<file path="src/rtl/serial_sub_pkg.sv">
// rtl/serial_sub_pkg.sv - shared types and defaults for the bit-serial subtractor
package serial_sub_pkg;

    localparam int DEFAULT_WIDTH = 8;

    typedef enum logic [1:0] {
        IDLE = 2'd0,
        CALC = 2'd1,
        DONE = 2'd2
    } state_t;

endpackage

</file>
<file path="src/rtl/serial_sub_if.sv">
// rtl/serial_sub_if.sv - operand/result handshake bundle for serial_sub
interface serial_sub_if
    import serial_sub_pkg::*;
#(
    parameter int WIDTH = DEFAULT_WIDTH
);
    logic             s_valid;
    logic             s_ready;
    logic [WIDTH-1:0] s_c;
    logic [WIDTH-1:0] s_b;
    logic             m_valid;
    logic             m_ready;
    logic [WIDTH-1:0] m_a;
    logic             m_borrow;

    modport slave (
        input  s_valid, s_c, s_b, m_ready,
        output s_ready, m_valid, m_a, m_borrow
    );

    modport master (
        output s_valid, s_c, s_b, m_ready,
        input  s_ready, m_valid, m_a, m_borrow
    );
endinterface

</file>
<file path="src/rtl/serial_sub_fsub_bit.sv">
// rtl/serial_sub_fsub_bit.sv - combinational 1-bit full subtractor (x - y - bin)
module fsub_bit (
    input  logic x_i,
    input  logic y_i,
    input  logic bin_i,
    output logic d_o,
    output logic bout_o
);
    assign d_o    = x_i ^ y_i ^ bin_i;
    assign bout_o = (~x_i & y_i) | (~(x_i ^ y_i) & bin_i);
endmodule

</file>
<file path="src/rtl/serial_sub.sv">
// rtl/serial_sub.sv - bit-serial a = c - b (mod 2^WIDTH), LSB first; optional checks via SERIAL_SUB_XCHECK_EN
module serial_sub
    import serial_sub_pkg::*;
#(
    parameter int WIDTH = DEFAULT_WIDTH
) (
    input  logic         clk,
    input  logic         rst_n,
    serial_sub_if.slave  bus
);
    localparam int CW = $clog2(WIDTH);

    state_t           state_q, state_d;
    logic [WIDTH-1:0] c_sh_q, c_sh_d;
    logic [WIDTH-1:0] b_sh_q, b_sh_d;
    logic [WIDTH-1:0] res_q, res_d;
    logic [WIDTH-1:0] m_a_q, m_a_d;
    logic [CW-1:0]    cnt_q, cnt_d;
    logic             br_q, br_d;
    logic             last_q, last_d;
    logic             m_borrow_q, m_borrow_d;
    logic             bit_d, bit_bout;

    fsub_bit u_fsub (
        .x_i    (c_sh_q[0]),
        .y_i    (b_sh_q[0]),
        .bin_i  (br_q),
        .d_o    (bit_d),
        .bout_o (bit_bout)
    );

    assign bus.s_ready  = (state_q == IDLE);
    assign bus.m_valid  = (state_q == DONE);
    assign bus.m_a      = m_a_q;
    assign bus.m_borrow = m_borrow_q;

    always_ff @(posedge clk) begin
        if (!rst_n) begin
            state_q    <= IDLE;
            c_sh_q     <= '0;
            b_sh_q     <= '0;
            res_q      <= '0;
            m_a_q      <= '0;
            cnt_q      <= '0;
            br_q       <= 1'b0;
            last_q     <= 1'b0;
            m_borrow_q <= 1'b0;
        end else begin
            state_q    <= state_d;
            c_sh_q     <= c_sh_d;
            b_sh_q     <= b_sh_d;
            res_q      <= res_d;
            m_a_q      <= m_a_d;
            cnt_q      <= cnt_d;
            br_q       <= br_d;
            last_q     <= last_d;
            m_borrow_q <= m_borrow_d;
        end
    end

    always_comb begin
        state_d    = state_q;
        c_sh_d     = c_sh_q;
        b_sh_d     = b_sh_q;
        res_d      = res_q;
        m_a_d      = m_a_q;
        cnt_d      = cnt_q;
        br_d       = br_q;
        last_d     = last_q;
        m_borrow_d = m_borrow_q;

        case (state_q)
            IDLE: begin
                if (bus.s_valid) begin
                    state_d = CALC;
                    c_sh_d  = bus.s_c;
                    b_sh_d  = bus.s_b;
                    cnt_d   = '0;
                    br_d    = 1'b0;
                    last_d  = 1'b0;
                end
            end
            CALC: begin
                // WIDTH bit-cycles, then one cycle to publish the result registers
                if (!last_q) begin
                    c_sh_d = c_sh_q >> 1;
                    b_sh_d = b_sh_q >> 1;
                    res_d  = {bit_d, res_q[WIDTH-1:1]};
                    br_d   = bit_bout;
                    if (cnt_q == CW'(WIDTH - 1)) begin
                        last_d = 1'b1;
                    end else begin
                        cnt_d = cnt_q + 1'b1;
                    end
                end else begin
                    state_d    = DONE;
                    m_a_d      = res_q;
                    m_borrow_d = br_q;
                end
            end
            DONE: begin
                if (bus.m_ready) begin
                    state_d = IDLE;
                end
            end
            default: state_d = IDLE;
        endcase
    end

`ifdef SERIAL_SUB_XCHECK_EN
    logic [WIDTH-1:0] c_chk_q;
    logic [WIDTH-1:0] b_chk_q;

    always_ff @(posedge clk) begin
        if (rst_n && state_q == IDLE && bus.s_valid) begin
            if ($isunknown({bus.s_c, bus.s_b})) begin
                $error("XCHK");
            end
            c_chk_q <= bus.s_c;
            b_chk_q <= bus.s_b;
        end
    end

    always_ff @(posedge clk) begin
        if (rst_n && state_q == DONE && bus.m_ready) begin
            if (WIDTH'(m_a_q + b_chk_q) !== c_chk_q) begin
                $error("BAD");
            end
        end
    end
`else
    // checks compiled out
`endif

endmodule

</file>
<file path="src/flat_wrapper.sv">
// flat-port wrapper written by rule: the top's interface ports become plain ports
module serial_sub_flat import serial_sub_pkg::*;
#(
    parameter int WIDTH = DEFAULT_WIDTH
)
  (clk, rst_n, bus_s_valid, bus_s_c, bus_s_b, bus_m_ready, bus_s_ready, bus_m_valid, bus_m_a, bus_m_borrow);
  serial_sub_if #(.WIDTH(WIDTH)) bus_i ();
  input  logic clk;
  input  logic rst_n;
  input wire logic [$bits(bus_i.s_valid)-1:0] bus_s_valid;
  input wire logic [$bits(bus_i.s_c)-1:0] bus_s_c;
  input wire logic [$bits(bus_i.s_b)-1:0] bus_s_b;
  input wire logic [$bits(bus_i.m_ready)-1:0] bus_m_ready;
  output wire logic [$bits(bus_i.s_ready)-1:0] bus_s_ready;
  output wire logic [$bits(bus_i.m_valid)-1:0] bus_m_valid;
  output wire logic [$bits(bus_i.m_a)-1:0] bus_m_a;
  output wire logic [$bits(bus_i.m_borrow)-1:0] bus_m_borrow;
  assign bus_i.s_valid = bus_s_valid;
  assign bus_i.s_c = bus_s_c;
  assign bus_i.s_b = bus_s_b;
  assign bus_i.m_ready = bus_m_ready;
  assign bus_s_ready = bus_i.s_ready;
  assign bus_m_valid = bus_i.m_valid;
  assign bus_m_a = bus_i.m_a;
  assign bus_m_borrow = bus_i.m_borrow;
  serial_sub #(.WIDTH(WIDTH)) u_core (.clk(clk), .rst_n(rst_n), .bus(bus_i));
endmodule
</file>
<file path="config.mk">
export PLATFORM = sky130hd
export DESIGN_NAME = serial_sub_flat
export DESIGN_NICKNAME = d
export VERILOG_FILES = /design/src/rtl/serial_sub_pkg.sv /design/src/rtl/serial_sub_if.sv /design/src/rtl/serial_sub_fsub_bit.sv /design/src/rtl/serial_sub.sv /design/src/flat_wrapper.sv
export SDC_FILE = /design/constraint.sdc
export NUM_CORES = 1
export LEC_CHECK = 0
export CAP_MARGIN = 0
export CORE_UTILIZATION = 50
export CTS_BUF_LIST = sky130_fd_sc_hd__clkbuf_16
export DETAILED_ROUTE_END_ITERATION = 16
export PLACE_DENSITY = 0.75
export SETUP_SLACK_MARGIN = 0.02
export SLEW_MARGIN = 20
export SYNTH_ARGS = -nofsm -noshare
export SYNTH_HDL_FRONTEND = slang
export SYNTH_SLANG_ARGS = --single-unit
</file>
<file path="constraint.sdc">
create_clock -name clk -period 2.5 [get_ports clk]
set_clock_uncertainty 0.2 [all_clocks]
set_input_delay 0.375 -clock clk [delete_from_list [all_inputs] [get_ports clk]]
set_output_delay 0.375 -clock clk [all_outputs]
set_load 0.05 [all_outputs]
</file>
# After elaboration in Yosys (flattened, before gate mapping)
# Cells that the tools add are included.
dict set report classes {
  reduce_logical 8
  n_mux 20
  n_eq_ne 8
  add_sub_neg 1
  bitwise 8
}
# operator n
set op_table {}
lappend op_table {{two-way mux 8 bit} 4}
lappend op_table {{one-hot mux 8 bit (2 select lines)} 2}
lappend op_table {{two-way mux 3 bit} 3}
lappend op_table {{inequality test 2 bit (second input constant)} 4}
lappend op_table {{two-way mux 2 bit} 3}
lappend op_table {{one-hot mux 2 bit (3 select lines)} 1}
lappend op_table {{one-hot mux 3 bit (2 select lines)} 1}
lappend op_table {{AND reduction 2 bit} 3}
lappend op_table {{AND reduction 3 bit} 2}
lappend op_table {{two-way mux 1 bit} 4}
lappend op_table {{one-hot mux 1 bit (2 select lines)} 2}
lappend op_table {{AND reduction 4 bit} 1}
lappend op_table {{adder 3 x 1 -> 3 bit (second input constant)} 1}
lappend op_table {{== test 3 bit (second input constant)} 1}
lappend op_table {{NOT 1 bit} 3}
lappend op_table {{bitwise AND 1 bit} 2}
lappend op_table {{== test 2 x 1 -> 1 bit (second input constant)} 1}
lappend op_table {{== test 2 bit (second input constant)} 1}
lappend op_table {{logical NOT 2 bit} 1}
lappend op_table {{inequality test 2 x 1 -> 1 bit (second input constant)} 1}
lappend op_table {{nonzero test 2 bit} 1}
lappend op_table {{bitwise XOR 1 bit} 2}
lappend op_table {{bitwise OR 1 bit} 1}
dict set report totals {
  out_inout_bits 11
  wordCells 54
  regBits 40
}

# Longest topological paths before layout
# Gate-level depths: netlist (run 1).
dict set report logic_depth {
  word_depth 6
  depth_mapped 5
}

# By module
# Synthesis (run 1) repeated with hierarchy kept, for this count alone.
dict set report unflattened {
  hier_cells 186
  area_unflattened_um2 1791.7
}
# mod area_each_um2 n_inst cells_each
set by_module_without_submodules {}
lappend by_module_without_submodules {serial_sub 1760.4 1 182}
lappend by_module_without_submodules {fsub_bit 31.3 1 4}

# Least setup slack after synthesis (run 1)
# OpenSTA, ideal clock, no wires.
dict set report synth_path {
  kind {register to output}
  startpoint {reg u_core.state_q[1]}
  endpoint {out bus_m_valid}
  stages_incl_launch_ff 3
  arrival_ns 1.275
  slack_ns 0.650
  cell_sequence {dfxtp_1 -> buf_2 -> nor2b_1}
}
dict set report synth_via {
  elab_chain_len 1
}
# item line
set synth_lines {}
lappend synth_lines {{start: declaration} serial_sub.sv:13} ;# state_t state_q, state_d;
lappend synth_lines {{start signal: assignment} serial_sub.sv:49} ;# state_q <= state_d;
lappend synth_lines {{== test 2 bit} serial_sub.sv:33} ;# assign bus.m_valid = (state_q == DONE);
lappend synth_lines {{end: declaration} flat_wrapper.sv:15} ;# output wire logic [$bits(bus_i.m_valid)-1:0] bus_m_valid;
# No other way between the ends.

# Worst setup path after layout (run 1)
dict set report layout_path {
  startpoint {reg u_core.state_q[1]}
  endpoint {out bus_s_ready}
}
dict set report layout_via {
  elab_chain_len 1
}
# item line
set layout_lines {}
lappend layout_lines {{logical NOT 2 bit} serial_sub.sv:32} ;# assign bus.s_ready = (state_q == IDLE);
lappend layout_lines {{end: declaration} flat_wrapper.sv:14} ;# output wire logic [$bits(bus_i.s_ready)-1:0] bus_s_ready;
# No other way between the ends.

==> results of run 1 <==
## cells in the mapped netlist (all sizes together) (2+ instances only)
| cell type | n |
|---|---|
| mux2i | 9 |
| clkbuf | 6 |
| dfxtp | 40 |
| buf | 7 |
| ha | 2 |
| nor2b | 2 |
| o21ai | 2 |
| nor2 | 12 |
| o221ai | 15 |
| o22ai | 4 |
| a21oi | 25 |
| or3b | 2 |
| nand2b | 3 |
| inv | 16 |
| nand2 | 25 |
## kinds of logic (layout without fill, tap and decap cells)
family,after synthesis,in the layout
AO/OA/AOI/OAI,50,50
buffers and inverters,29,55
adder cells (fa/ha/maj),3,3
multiplexers,9,9
flip-flops,40,40
AND/OR/NAND/NOR,48,48
## per-layer routing
metal,routed length [um],part of all wire,global-route usage
met5,0,0,0
met4,55,0.017,0.102
met3,129,0.040,0.0813
met2,1670,0.52,0.375
met1,1340,0.42,0.206
## sequential cells by signal, indices dropped and copies added (netlist names)
| signal | cells |
|---|---|
| u_core.b_sh_q | 8 |
| u_core.bus.m_a | 8 |
| u_core.c_sh_q | 8 |
| u_core.res_q | 8 |
| u_core.cnt_q | 3 |
| u_core.state_q | 2 |
| u_core.br_q | 1 |
| u_core.bus.m_borrow | 1 |
| u_core.last_q | 1 |
## worst register-to-register path: stages (launching register included)
cell      delay [ps]
dfxtp_1          500
or3b_1           710
o221ai_1         300
a21oi_1           80
## cells in the final DEF, fill, tap and decap left out
| cell type | instances |
|---|---|
| a211oi_1 | 1 |
| a21o_1 | 1 |
| a21oi_1 | 24 |
| a21oi_2 | 1 |
| a31o_2 | 1 |
| buf_4 | 1 |
| clkbuf_16 | 5 |
| clkdlybuf4s50_1 | 29 |
| clkinv_1 | 1 |
| clkinvlp_4 | 1 |
| dfxtp_1 | 40 |
| dlymetal6s2s_1 | 1 |
| fa_1 | 1 |
| ha_1 | 2 |
| inv_1 | 17 |
| mux2i_1 | 9 |
| nand2_1 | 25 |
| nand2b_1 | 3 |
| nand3b_1 | 1 |
| nor2_1 | 12 |
| nor2b_1 | 2 |
| nor3b_2 | 1 |
| nor4b_1 | 1 |
| o21a_1 | 1 |
| o21ai_0 | 2 |
| o221ai_1 | 15 |
| o22ai_1 | 4 |
| or3b_1 | 2 |
| or4b_4 | 1 |
## path summary, 6_finish.rpt
path	to	slack, ps	cells past startpoint
worst min register to register	u_core.b_sh_q[1]	250	2
worst max-delay path	bus_s_ready	280	2
worst max register to register	u_core.c_sh_q[3]	600	3
worst min-delay path	u_core.b_sh_q[1]	250	2
## stage by stage
stage | setup WS [ps] | instances | util | area [um^2]
floorplan | 650 | 179 | - | 1610
global placement | 351 | 241 | 0.627 | 1920
detailed placement | 318 | 241 | 0.627 | 1920
CTS | 21.5 | 249 | 0.673 | 2060
global route | 175 | 249 | 0.674 | 2060
finish | 279 | 249 | 0.674 | 2060
## final cells by class
class | instances | area [um^2]
timing repair buffer | 31 | 310
multi-input combinational | 110 | 692
clock buffer | 5 | 125
inverter | 16 | 60.1
clock inverter | 3 | 15.0
fill | 267 | 995
tap | 44 | 55.1
sequential | 40 | 801
## power by group through the flow
stage / clock network [uW] / logic, uW / registers, uW
after global placement: 0 / 145 / 706
after CTS: 609 / 151 / 695
after global routing: 632 / 168 / 699
after detailed placement: 0 / 150 / 708
after floorplan: 0 / 106 / 700
final: 595 / 150 / 695
==> results.sh, run 1 <==
export IMPL_synth_top_flop_cell="dfxtp_1"
export IMPL_drv_cap=0
export IMPL_required_ps=1920
export IMPL_grt_ovfl_total=0
export IMPL_syn_avg_cell_area_um2=9.01
export IMPL_power_net_switching_uw=336
export IMPL_power_frac_clock=0.413
export IMPL_grt_total_usage=0.208
export IMPL_crit_start="u_core.state_q[1]"
export IMPL_synthCells=179
export IMPL_whs_ps=248
export IMPL_cellPowerDensity_mw_per_mm2=700
export IMPL_synth_fa_ha_area_frac=0.0279
export IMPL_cts_setup_buffers=0
export IMPL_synth_cell_type_count=26
export IMPL_grt_start_max_net_pins=22
export IMPL_first_global_vias=1258
export IMPL_drtIter0Drc=85
export IMPL_hold_path_class="flip-flop to flip-flop"
export IMPL_clockBufferDepth=2
export IMPL_yosysTopAreaCell="dfxtp_1"
export IMPL_routed_via_density=5.35
export IMPL_worst_pin_slew_ps=711
export IMPL_drive_gt1_frac=0.0537
export IMPL_sw_frac_of_total=0.234
export IMPL_synth_seq_area_share=0.497
export IMPL_setup_viol=0
export IMPL_ys_ff_latch=40
export IMPL_h_tree_depth=2
export IMPL_critPathTopFamily="buffers and inverters"
export IMPL_cp_slowest_stage_delay_ps=800
export IMPL_die_x_um=58.8
export IMPL_synth_edf_count=0
export IMPL_synthesis_area_mm2=0.00161
export IMPL_totalPowerFinal_uw=1440
export IMPL_ys_async_sr_fraction=0
export IMPL_coreArea_mm2=0.00305
export IMPL_layout_min_cycle_time_ps=2220
export IMPL_critPathMaxFanout=13
export IMPL_start_util=0.528
export IMPL_wire_per_inst_um=12.9
export IMPL_hpwl_mm=2.20
export IMPL_num_rows=20
export IMPL_worstPathBufferInverterCount=1
export IMPL_cts_sink_count=40
export IMPL_yosysWarnings=0
export IMPL_slew_viol_final=0
export IMPL_synth_compound_area_share=0.202
export IMPL_hp_start="u_core.b_sh_q[1]"
export IMPL_root_buffer="clkbuf_16"
export IMPL_clk_latency_ps=280
export IMPL_areaGrowthSynthToFinish_pct=27.6
export IMPL_dieArea_mm2=0.00346
export IMPL_die_h_um=58.8
export IMPL_cp_end_kind="output port"
export IMPL_share_seq_of_total_power=0.483
export IMPL_tns_ps=0
export IMPL_rsz0062_at_grt="false"
export IMPL_hold_buffers=0
export IMPL_r2r_start="u_core.state_q[0]"
export IMPL_muxShareOfSynthArea=0.0559
export IMPL_leakagePower_uw=0.000839
export IMPL_period_share=0.888
export IMPL_antenna_found_initial=0
export IMPL_yosys_area_share_simple=0.143
export IMPL_ir_drop_mv=0.428
export IMPL_layout_nets=227
export IMPL_synth_top_family_by_area="compound AO/OA/AOI/OAI gates"
export IMPL_max_freq_mhz=450
export IMPL_grt_pass1_wl_mm=5.18
export IMPL_synthXorXnorAreaFrac=0
export IMPL_cts_buffers=5
export IMPL_route_detailed_drc=0
export IMPL_gpl_final_weighted_congestion=0.733
export IMPL_syn_num_nets=202
export IMPL_path_class="flip-flop to output port"
export IMPL_antenna_left=0
export IMPL_power_frac_comb=0.104
export IMPL_crit_chain="nor2_1, clkdlybuf4s50_1"
export IMPL_cp_slowest_cell="clkdlybuf4s50_1"
export IMPL_clk_pin_slew_worst_paths_ps=60
export IMPL_ys_top_cells_by_area="dfxtp_1 50%, o221ai_1 8.1%, a21oi_1 7.4%, nand2_1 5.8%, mux2i_1 5.6%"
export IMPL_cts_tree="yes"
export IMPL_final_hold_viol_count=0
export IMPL_critPathLaunchType="flip-flop"
export IMPL_portBuffers=30
export IMPL_dr_pass1_iters=4
export IMPL_drt_wl_total_mm=3.20
export IMPL_outcome="complete, no violations"
export IMPL_internal_power_uw=1100
export IMPL_cts_resized=0
export IMPL_vias=1331
export IMPL_max_slew_margin=0.526
export IMPL_critPathArrivalTime_ps=1650
export IMPL_ioPinCount=31
export IMPL_netlist_area_leader_share=0.497
export IMPL_diodes=0
Power figures use the tool's default switching activity.
==> run 2: changes to the inputs <==
--- a/config.mk
+++ b/config.mk
@@ -5,9 +5,10 @@
 export SDC_FILE = /design/constraint.sdc
 export NUM_CORES = 1
 export LEC_CHECK = 0
-export CAP_MARGIN = 0
+export CAP_MARGIN = 20
 export CORE_UTILIZATION = 50
 export CTS_BUF_LIST = sky130_fd_sc_hd__clkbuf_16
+export CTS_CLUSTER_SIZE = 14
 export DETAILED_ROUTE_END_ITERATION = 16
 export PLACE_DENSITY = 0.75
 export SETUP_SLACK_MARGIN = 0.02
==> results of run 2 <==
Final layout, timing and power as in run 1 (identical DEF).
